### src/rtl/alu_pkg.sv
// Opcode encodings and legality check shared by the ALU core and the
// upstream decoder.
package alu_pkg;

    localparam logic [4:0] ALU_ADD  = 5'b00000;
    localparam logic [4:0] ALU_ADDU = 5'b00001;
    localparam logic [4:0] ALU_SUB  = 5'b00010;
    localparam logic [4:0] ALU_SUBU = 5'b00011;
    localparam logic [4:0] ALU_INC  = 5'b00100;
    localparam logic [4:0] ALU_DEC  = 5'b00101;
    localparam logic [4:0] ALU_AND  = 5'b01000;
    localparam logic [4:0] ALU_OR   = 5'b01001;
    localparam logic [4:0] ALU_XOR  = 5'b01010;
    localparam logic [4:0] ALU_NOT  = 5'b01100;
    localparam logic [4:0] ALU_SLL  = 5'b10000;
    localparam logic [4:0] ALU_SRL  = 5'b10001;
    localparam logic [4:0] ALU_SLA  = 5'b10010;
    localparam logic [4:0] ALU_SRA  = 5'b10011;
    localparam logic [4:0] ALU_LE   = 5'b11000;
    localparam logic [4:0] ALU_LT   = 5'b11001;
    localparam logic [4:0] ALU_GE   = 5'b11010;
    localparam logic [4:0] ALU_GT   = 5'b11011;
    localparam logic [4:0] ALU_EQ   = 5'b11100;
    localparam logic [4:0] ALU_NE   = 5'b11101;

    function automatic logic is_legal_op(input logic [4:0] op);
        case (op)
            ALU_ADD, ALU_ADDU, ALU_SUB, ALU_SUBU, ALU_INC, ALU_DEC,
            ALU_AND, ALU_OR, ALU_XOR, ALU_NOT,
            ALU_SLL, ALU_SRL, ALU_SLA, ALU_SRA,
            ALU_LE, ALU_LT, ALU_GE, ALU_GT, ALU_EQ, ALU_NE: return 1'b1;
            default: return 1'b0;
        endcase
    endfunction

endpackage

### src/rtl/alu_core.sv
// Combinational op evaluator: result plus overflow, carry and illegal flags.
// Arithmetic runs at WIDTH+1 bits so the top bit is the carry/no-borrow.
module alu_core
    import alu_pkg::*;
#(
    parameter int WIDTH = 16
) (
    input  logic [WIDTH-1:0] a,
    input  logic [WIDTH-1:0] b,
    input  logic [4:0]       op,
    output logic [WIDTH-1:0] c,
    output logic             ovf,
    output logic             carry,
    output logic             illegal
);

    localparam int SHW = $clog2(WIDTH);

    logic [WIDTH:0]          sum;
    logic [WIDTH:0]          diff;
    logic [WIDTH:0]          incr;
    logic [WIDTH:0]          decr;
    logic signed [WIDTH-1:0] a_s;
    logic [SHW-1:0]          sh;
    logic                    sum_ovf;
    logic                    diff_ovf;
    logic                    lt;
    logic                    eq;

    assign sum  = {1'b0, a} + {1'b0, b};
    assign diff = {1'b0, a} + {1'b0, ~b} + {{WIDTH{1'b0}}, 1'b1};
    assign incr = {1'b0, a} + {{WIDTH{1'b0}}, 1'b1};
    assign decr = {1'b0, a} + {1'b0, {WIDTH{1'b1}}};
    assign a_s  = a;
    assign sh   = b[SHW-1:0];

    assign sum_ovf  = (a[WIDTH-1] == b[WIDTH-1]) && (sum[WIDTH-1] != a[WIDTH-1]);
    assign diff_ovf = (a[WIDTH-1] != b[WIDTH-1]) && (diff[WIDTH-1] != a[WIDTH-1]);
    // Signed less-than from the subtractor: sign of a-b corrected by its overflow.
    assign lt = diff[WIDTH-1] ^ diff_ovf;
    assign eq = (a == b);

    always_comb begin
        c       = '0;
        ovf     = 1'b0;
        carry   = 1'b0;
        illegal = !is_legal_op(op);
        case (op)
            ALU_ADD:  begin c = sum[WIDTH-1:0];  ovf = sum_ovf;  carry = sum[WIDTH];  end
            ALU_ADDU: begin c = sum[WIDTH-1:0];  carry = sum[WIDTH];                  end
            ALU_SUB:  begin c = diff[WIDTH-1:0]; ovf = diff_ovf; carry = diff[WIDTH]; end
            ALU_SUBU: begin c = diff[WIDTH-1:0]; carry = diff[WIDTH];                 end
            ALU_INC:  begin
                c     = incr[WIDTH-1:0];
                ovf   = (a == {1'b0, {(WIDTH-1){1'b1}}});
                carry = incr[WIDTH];
            end
            ALU_DEC:  begin
                c     = decr[WIDTH-1:0];
                ovf   = (a == {1'b1, {(WIDTH-1){1'b0}}});
                carry = decr[WIDTH];
            end
            ALU_AND:  c = a & b;
            ALU_OR:   c = a | b;
            ALU_XOR:  c = a ^ b;
            ALU_NOT:  c = ~a;
            ALU_SLL,
            ALU_SLA:  c = a << sh;
            ALU_SRL:  c = a >> sh;
            ALU_SRA:  c = a_s >>> sh;
            ALU_LE:   begin c = {{(WIDTH-1){1'b0}}, lt | eq};   carry = diff[WIDTH]; end
            ALU_LT:   begin c = {{(WIDTH-1){1'b0}}, lt};        carry = diff[WIDTH]; end
            ALU_GE:   begin c = {{(WIDTH-1){1'b0}}, !lt};       carry = diff[WIDTH]; end
            ALU_GT:   begin c = {{(WIDTH-1){1'b0}}, !(lt | eq)}; carry = diff[WIDTH]; end
            ALU_EQ:   begin c = {{(WIDTH-1){1'b0}}, eq};        carry = diff[WIDTH]; end
            ALU_NE:   begin c = {{(WIDTH-1){1'b0}}, !eq};       carry = diff[WIDTH]; end
            default:  c = '0;
        endcase
    end

endmodule

### src/rtl/alu_pipe.sv
// Two-stage pipelined ALU with valid/ready on both sides and a sticky
// signed-overflow status bit.
module alu_pipe
    import alu_pkg::*;
#(
    parameter int WIDTH = 16
) (
    input  logic             clk,
    input  logic             rst_n,
    input  logic             in_valid,
    output logic             in_ready,
    input  logic [WIDTH-1:0] a,
    input  logic [WIDTH-1:0] b,
    input  logic [4:0]       alu_code,
    output logic             out_valid,
    input  logic             out_ready,
    output logic [WIDTH-1:0] c,
    output logic             overflow,
    output logic             carry,
    output logic             zero,
    output logic             illegal,
    output logic             ovf_sticky,
    input  logic             ovf_clr
);

    logic             vld_p1;
    logic [WIDTH-1:0] a_p1;
    logic [WIDTH-1:0] b_p1;
    logic [4:0]       op_p1;
    logic [WIDTH-1:0] c_core;
    logic             ovf_core;
    logic             carry_core;
    logic             ill_core;
    logic             adv1;
    logic             adv2;

    assign adv2 = !out_valid || out_ready;
    assign adv1 = !vld_p1 || adv2;
    // Gated by rst_n so the upstream stage sees no room while held in reset.
    assign in_ready = rst_n && adv1;

    // Stage 1: operand/op capture
    always_ff @(posedge clk or negedge rst_n) begin
        if (!rst_n) begin
            vld_p1 <= 1'b0;
            a_p1   <= '0;
            b_p1   <= '0;
            op_p1  <= '0;
        end else if (adv1) begin
            vld_p1 <= in_valid;
            if (in_valid) begin
                a_p1  <= a;
                b_p1  <= b;
                op_p1 <= alu_code;
            end
        end
    end

    alu_core #(.WIDTH(WIDTH)) u_core (
        .a       (a_p1),
        .b       (b_p1),
        .op      (op_p1),
        .c       (c_core),
        .ovf     (ovf_core),
        .carry   (carry_core),
        .illegal (ill_core)
    );

    // Stage 2: result and flags, held while the consumer stalls
    always_ff @(posedge clk or negedge rst_n) begin
        if (!rst_n) begin
            out_valid <= 1'b0;
            c         <= '0;
            overflow  <= 1'b0;
            carry     <= 1'b0;
            zero      <= 1'b0;
            illegal   <= 1'b0;
        end else if (adv2) begin
            out_valid <= vld_p1;
            if (vld_p1) begin
                c        <= c_core;
                overflow <= ovf_core;
                carry    <= carry_core;
                zero     <= (c_core == '0);
                illegal  <= ill_core;
            end
        end
    end

    always_ff @(posedge clk or negedge rst_n) begin
        if (!rst_n)
            ovf_sticky <= 1'b0;
        else if (out_valid && out_ready && overflow)
            ovf_sticky <= 1'b1;
        else if (ovf_clr)
            ovf_sticky <= 1'b0;
    end

endmodule

### config.mk
export PLATFORM = sky130hd
export DESIGN_NAME = alu_pipe
export DESIGN_NICKNAME = d
export VERILOG_FILES = /design/src/rtl/alu_pkg.sv /design/src/rtl/alu_core.sv /design/src/rtl/alu_pipe.sv
export SDC_FILE = /design/constraint.sdc
export NUM_CORES = 1
export LEC_CHECK = 0
export CAP_MARGIN = 20
export CORE_ASPECT_RATIO = 1.75
export CORE_MARGIN = 4
export CORE_UTILIZATION = 30
export DETAILED_ROUTE_END_ITERATION = 16
export GPL_TIMING_DRIVEN = 1
export PLACE_DENSITY = 0.48
export SLEW_MARGIN = 15
export SYNTH_ARGS = -nofsm -noshare
export SYNTH_HDL_FRONTEND = slang
export SYNTH_SLANG_ARGS = --single-unit
### constraint.sdc
create_clock -name clk -period 5.9 [get_ports clk]
set_clock_uncertainty 0.1 [all_clocks]
set_input_delay 1.475 -clock clk [delete_from_list [all_inputs] [get_ports clk]]
set_output_delay 1.475 -clock clk [all_outputs]
set_load 0.005 [all_outputs]
# Word-level counts from Yosys, hierarchy flattened
# Memories as Yosys holds them, arrays and structs flattened.
# Cells that the tools add are included.
# word_totals
reg_bits,60
n_memories,1
input_bits,42
word_cells,80
rom_bits,32
out_inout_bits,23
# mem_list
memory,depth,word_bits,read_ports,rd_clocked_by_memory_dff,write_ports,line_no,rtl
(name not given),32,1,1,0,0,alu_pkg.sv:27,case (op)
# classes
reduce_logical,22
bitwise_logic,7
n_eq_ne,26
n_shift,3
n_mux,5
n_addsub,5
# op_table
cell,n
$pmux W16 S17,1
$eq A5 B5 Y1 const B,10
$add A16 B16 Y17,2
$not A16 Y16,2
$eq A5 B4 Y1 const B,4
$add A16 B1 Y17 const B,1
$add A16 B16 Y17 const B,1
$add A17 B1 Y17 const B,1
$and A16 B16 Y16,1
$eq A16 B15 Y1 const B,1
$eq A16 B16 Y1,1
$eq A16 B16 Y1 const B,1
$logic_not A16 Y1,1
$or A16 B16 Y16,1
$shl A16 B4 Y16,1
$shr A16 B4 Y16,1
$sshr A16 B4 Y16,1
$xor A16 B16 Y16,1
$eq A5 B2 Y1 const B,2
$eq A5 B3 Y1 const B,2
$pmux W1 S4,2
$reduce_or A8 Y1,1
$logic_not A1 Y1,6
$reduce_or A2 Y1,3
11 further kinds,20

# Logic depth before layout (Yosys ltp)
# depth
word_depth,10
ltp_mapped,22

# Modules after synthesis
# From an unflattened synthesis, not the netlist that was laid out.
# hier_totals
hier_cells,848
hier_area_um2,7280.7
# modules_own_cells
mod,instances,cells_each,area_each_um2
alu_core,1,710,4830.9
alu_pipe,1,138,2449.8

# Least setup slack after synthesis
# No wires, ideal clock.
# synth_path
path_type,register to register
start,register b_p1[2]
end,register zero
setup_ns,0.067
required_time_ns,5.733
t_arrival_ns,4.681
slack_ns,1.051
path_stages_with_launch,23
n_path_buf,3
period_less_slack_ns,4.849
path_cell_list,dfrtp_1 > clkbuf_1 > clkinv_1 > clkbuf_1 > ha_1 > buf_2 > inv_1 > o221ai_1 > o21ai_0 > nor4_1 > o41ai_2 > a21oi_1 > nor2_1 > nor2_1 > fa_1 > o21ai_0 > a22oi_1 > o2111ai_1 > a221o_1 > a211o_1 > a2111o_1 > nor4_1 > a32o_1
# synth_between
elab_chain_cells,10
# synth_rtl
item,line_no,rtl
from (decl),alu_pipe.sv:28,logic [WIDTH-1:0] b_p1;
from (signal assigned),alu_pipe.sv:47,b_p1 <= '0;
from (signal assigned),alu_pipe.sv:53,b_p1 <= b;
$not A16 Y16,alu_core.sv:31,"assign diff = {1'b0, a} + {1'b0, ~b} + {{WIDTH{1'b0}}, 1'b1};"
$add A16 B16 Y17,alu_core.sv:31,
$add A17 B1 Y17,alu_core.sv:31,
$ne A1 B1 Y1,alu_core.sv:38,assign diff_ovf = (a[WIDTH-1] != b[WIDTH-1]) && (diff[WIDTH-1] != a[WIDTH-1]);
$logic_and A1 B1 Y1,alu_core.sv:38,
$xor A1 B1 Y1,alu_core.sv:40,assign lt = diff[WIDTH-1] ^ diff_ovf;
$or A1 B1 Y1,"alu_core.sv:71, alu_core.sv:74",
$logic_not A1 Y1,alu_core.sv:74,"ALU_GT: begin c = {{(WIDTH-1){1'b0}}, !(lt | eq)}; carry = diff[WIDTH]; end"
$pmux W16 S17 (*),alu_core.sv:48,case (op)
$logic_not A16 Y1 (*),alu_pipe.sv:84,zero <= (c_core == '0);
to (signal assigned),alu_pipe.sv:84,
to (decl),alu_pipe.sv:20,"output logic zero,"
# Every way passes the cells marked *; elsewhere a longest branch is shown, timed or not.
# A chain may end at the register's enable or synchronous reset.

# Final worst setup path
# layout_path
start,register a_p1[6]
end,register zero
# layout_between
elab_chain_cells,9
# layout_rtl
item,line_no,rtl
from (decl),alu_pipe.sv:27,logic [WIDTH-1:0] a_p1;
from (signal assigned),alu_pipe.sv:46,a_p1 <= '0;
from (signal assigned),alu_pipe.sv:52,a_p1 <= a;
$add A16 B16 Y17,alu_core.sv:31,
$add A17 B1 Y17,alu_core.sv:31,
$ne A1 B1 Y1,alu_core.sv:38,
$logic_and A1 B1 Y1,alu_core.sv:38,
$xor A1 B1 Y1,alu_core.sv:40,
$or A1 B1 Y1,"alu_core.sv:71, alu_core.sv:74",
$logic_not A1 Y1,alu_core.sv:74,
$pmux W16 S17 (*),alu_core.sv:48,
$logic_not A16 Y1 (*),alu_pipe.sv:84,
# Marks and branches as above.

==> run_results.csv <==
group,metric,value,unit
outcome,outcome,"finished clean",
clocking,clock_latency,0.36,ns
synthesis,synth.avg_cell_area,8.04,um^2
synthesis,synth-main-ff-cell,"dfrtp_1",
sta,slew_headroom,0.224,
drt,firstDrtPassIters,6,
clocking,ctsHtreeMaxLevel,3,
power,p_int,1.48,mW
sta,worstMarginPinSlew,1.14,ns
sta,hold_viol,0,
sta,setup_viol,0,
power,power.share.sequential,0.208,
sta,fmax,190,MHz
floorplanning,core_area,24200,um^2
clocking,clk_pin_slew,0.05,ns
global_routing,grt_start_max_net_pins,44,
floorplanning,die_width,127,um
layout,drive_gt1_frac,0.144,
global_routing,grt_overflow,0,
power,p_switching,1.22,mW
critical_path,critPathTopFamily,"compound AO/OA/AOI/OAI gates",
critical_path,worstPathArrival,5.46,ns
clocking,cts.hold.buffers_added,0,
critical_path,crit_path_end_kind,"flip-flop",
power,switching_share,0.452,
clocking,cts_buffers,9,
placement,port-buffer-count,64,
synthesis,yosysWarnings,0,
drt,drt-wirelength-per-cell,26.3,um
clocking,cts_buffer_depth,2,
power,p_comb_frac,0.577,
critical_path,crit_path_top_delay_cell,"fa_1",
layout,mostFrequentLayoutCells,"nand2_1, nor2_1, clkdlybuf4s50_1, dfrtp_1, a21oi_1",
critical_path,critPathKind,"flip-flop to flip-flop",
power,p_clk_frac,0.215,
sta,rsz0062_at_grt,"false",
critical_path,cp-start-kind,"flip-flop",
drt,drc_errors,0,
sta,layout_min_cycle_time,5.27,ns
drt,vias_per_cell,6.07,
power,leakage,3.48,nW
layout,final_nets,1058,
power,power.density,310,nW/um^2
floorplanning,rows,75,
global_routing,antenna_found_initial,1,
layout,area.growth.synth_to_final,17.8,%
floorplanning,dieHeight,216,um
sta,fin_crit_sh,0.893,
clocking,cts-root-buf,"clkbuf_16",
clocking,cts.sinks,60,
synthesis,synthesis.nets,1020,
drt,drtIter0Drc,743,
clocking,cts_tree,"yes",
layout,fillers,2610,
synthesis,syn_area,7420,um^2
critical_path,cpPeakStageDelay,0.52,ns
clocking,cts_setup_buffers,0,
synthesis,synth-seq-area-share,0.202,
placement,hpwl,26200,um
clocking,ctsResizeCount,0,
synthesis,async_reset_ff_frac,1.00,
drt,vias,7735,
worst_hold_path,hp-class,"flip-flop to flip-flop",
drt,wl,33500,um
critical_path,cp_cell_sequence,"inv_1 -> ha_1 -> or2_2 -> or3_1 -> o21ai_0 -> nor4_1 -> o41ai_2 -> a21oi_1 -> nor2_1 -> nor2_1 -> fa_1 -> o21ai_0 -> a22oi_1 -> o2111ai_1 -> a221o_1 -> a211o_1 -> a2111o_1 -> nor4_1 -> a32o_1",
run,maxCapViolations,0,
power,vdd_drop_max,0.153,mV
layout,final_common_cell,"nand2_1",
synthesis,synth_edf_count,0,
synthesis,ys_ff_latch,60,
critical_path,crit_buf_inv,1,
floorplanning,start_util,0.306,
global_routing,grt_use_total,0.242,
synthesis,postSynthCellCount,923,
drt,postRouteAntennaNets,0,
critical_path,crit_fanout,10,
global_routing,grt_pass1_wl,49900,um
critical_path,worstPathRequired,6.10,ns
synthesis,synthDistinctLibCells,74,
placement,routabilityCongestion,0.977,
sta,drv_slew,0,
sta,tns,0,ns
floorplanning,die_area,27400,um^2
floorplanning,io_pins,65,
critical_path,r2r_slack,0.63,ns
global_routing,grt_pass1_vias,7721,
sta,hold_slack,0.371,ns
[worst reg2reg max path, cell delays in order, from the launching register on]
cell       delay [ns]
dfrtp_1          0.37
inv_1            0.21
ha_1             0.40
or2_2            0.36
or3_1            0.33
o21ai_0          0.40
nor4_1           0.14
o41ai_2          0.42
a21oi_1          0.12
nor2_1           0.10
nor2_1           0.06
fa_1             0.52
o21ai_0          0.09
a22oi_1          0.17
o2111ai_1        0.15
a221o_1          0.30
a211o_1          0.29
a2111o_1         0.29
nor4_1           0.20
a32o_1           0.20
[cell families (layout without fill, tap and decap cells)]
| group | Yosys count | in the layout | share of synthesized area |
|---|---|---|---|
| flip-flops | 60 | 60 | 0.202 |
| AO/OA/AOI/OAI | 238 | 238 | 0.220 |
| buffers and inverters | 121 | 163 | 0.0636 |
| AND/OR/NAND/NOR | 333 | 333 | 0.228 |
| multiplexers | 96 | 96 | 0.166 |
| adder cells (fa/ha/maj) | 55 | 55 | 0.0958 |
| XOR/XNOR | 20 | 20 | 0.0236 |
| other | 0 | 1 | 0 |
[per-layer routing]
metal	GRT usage	share of wire	vias to the layer above
met2	0.430	0.51	347
met5	0	0	-
met3	0.0351	0.048	109
met1	0.263	0.36	3755
met4	0.161	0.075	0
li1	-	-	3524
[cell type report]
| type | count | area [um^2] | area share |
|---|---|---|---|
| Multi-Input combinational cell | 742 | 5450 | 0.624 |
| Tap cell | 308 | 385 | 0.0441 |
| Antenna cell | 1 | 2.50 | 0.000286 |
| Clock buffer | 11 | 243 | 0.0278 |
| Clock inverter | 4 | 73.8 | 0.00845 |
| Sequential cell | 60 | 1500 | 0.172 |
| Timing Repair Buffer | 99 | 898 | 0.103 |
| Inverter | 49 | 184 | 0.0211 |
[synth_stat cells (4+ instances only)]
cell type / instances / area (um^2)
buf_1: 6 / 22.5
mux2_2: 49 / 552
mux4_2: 17 / 383
a211oi_1: 11 / 82.6
a22oi_1: 7 / 52.6
o21bai_1: 4 / 30.0
clkinv_1: 5 / 18.8
nor3_1: 41 / 205
o22ai_1: 12 / 75.1
or4_1: 5 / 37.5
o211ai_1: 9 / 67.6
or2_2: 5 / 31.3
xnor2_1: 17 / 149
a221oi_1: 4 / 35.0
nand2_1: 81 / 304
and2_1: 8 / 50.1
nand4_1: 14 / 87.6
inv_1: 43 / 161
and3_1: 9 / 56.3
buf_2: 8 / 40.0
or3_1: 6 / 37.5
nand3_1: 26 / 130
nor3b_1: 4 / 30.0
ha_1: 52 / 651
o2111ai_1: 6 / 52.6
o21ai_0: 50 / 250
o32ai_1: 5 / 43.8
nor2b_1: 14 / 87.6
a31oi_1: 10 / 62.6
a21oi_1: 55 / 275
o22a_1: 4 / 35.0
nor2_1: 70 / 263
o221ai_1: 11 / 96.3
mux2i_1: 30 / 300
o21a_1: 6 / 45.0
a21o_1: 4 / 30.0
a221o_1: 4 / 40.0
a211o_1: 4 / 35.0
a2111oi_0: 4 / 35.0
dfrtp_1: 60 / 1500
clkbuf_1: 57 / 214
nor4_1: 16 / 100
nand2b_1: 16 / 100
[sequential cells by signal, summed over array words and instances, names as in the netlist, 5 cells and up]
name and flops:
a_p1 16, op_p1 5, c 16, b_p1 16
[path summary, 6_finish.rpt]
path                          from       end  depth (start not counted)
setup reg to reg           a_p1[6]      zero                         19
hold reg to reg              c[13]     c[13]                          2
min in group asynchronous    rst_n  a_p1[10]                          2
max in group asynchronous    rst_n      c[4]                          3
setup / recovery           a_p1[6]      zero                         19
hold / removal               c[13]     c[13]                          2
[power by group through the flow]
stage / clock, mW / sequential, mW / combinational, mW
after floorplan: 0 / 0.563 / 0.969
after global placement: 0 / 0.569 / 1.54
after detailed placement: 0 / 0.571 / 1.54
after CTS: 0.598 / 0.564 / 1.54
after global routing: 0.613 / 0.578 / 1.67
final: 0.583 / 0.563 / 1.56
[stage by stage]
step / power (mW) / utilization / cell area, um^2 / worst slack [ns] / cells
after floorplan: 1.53 / - / 7420 / 1.05 / 923
after global placement: 2.11 / 0.348 / 8420 / 0.790 / 1258
after detailed placement: 2.11 / 0.348 / 8420 / 0.698 / 1258
after CTS: 2.70 / 0.361 / 8730 / 0.662 / 1273
after global routing: 2.86 / 0.361 / 8740 / 0.287 / 1274
final: 2.71 / 0.361 / 8740 / 0.634 / 1274
Power figures use the tool's default switching activity.
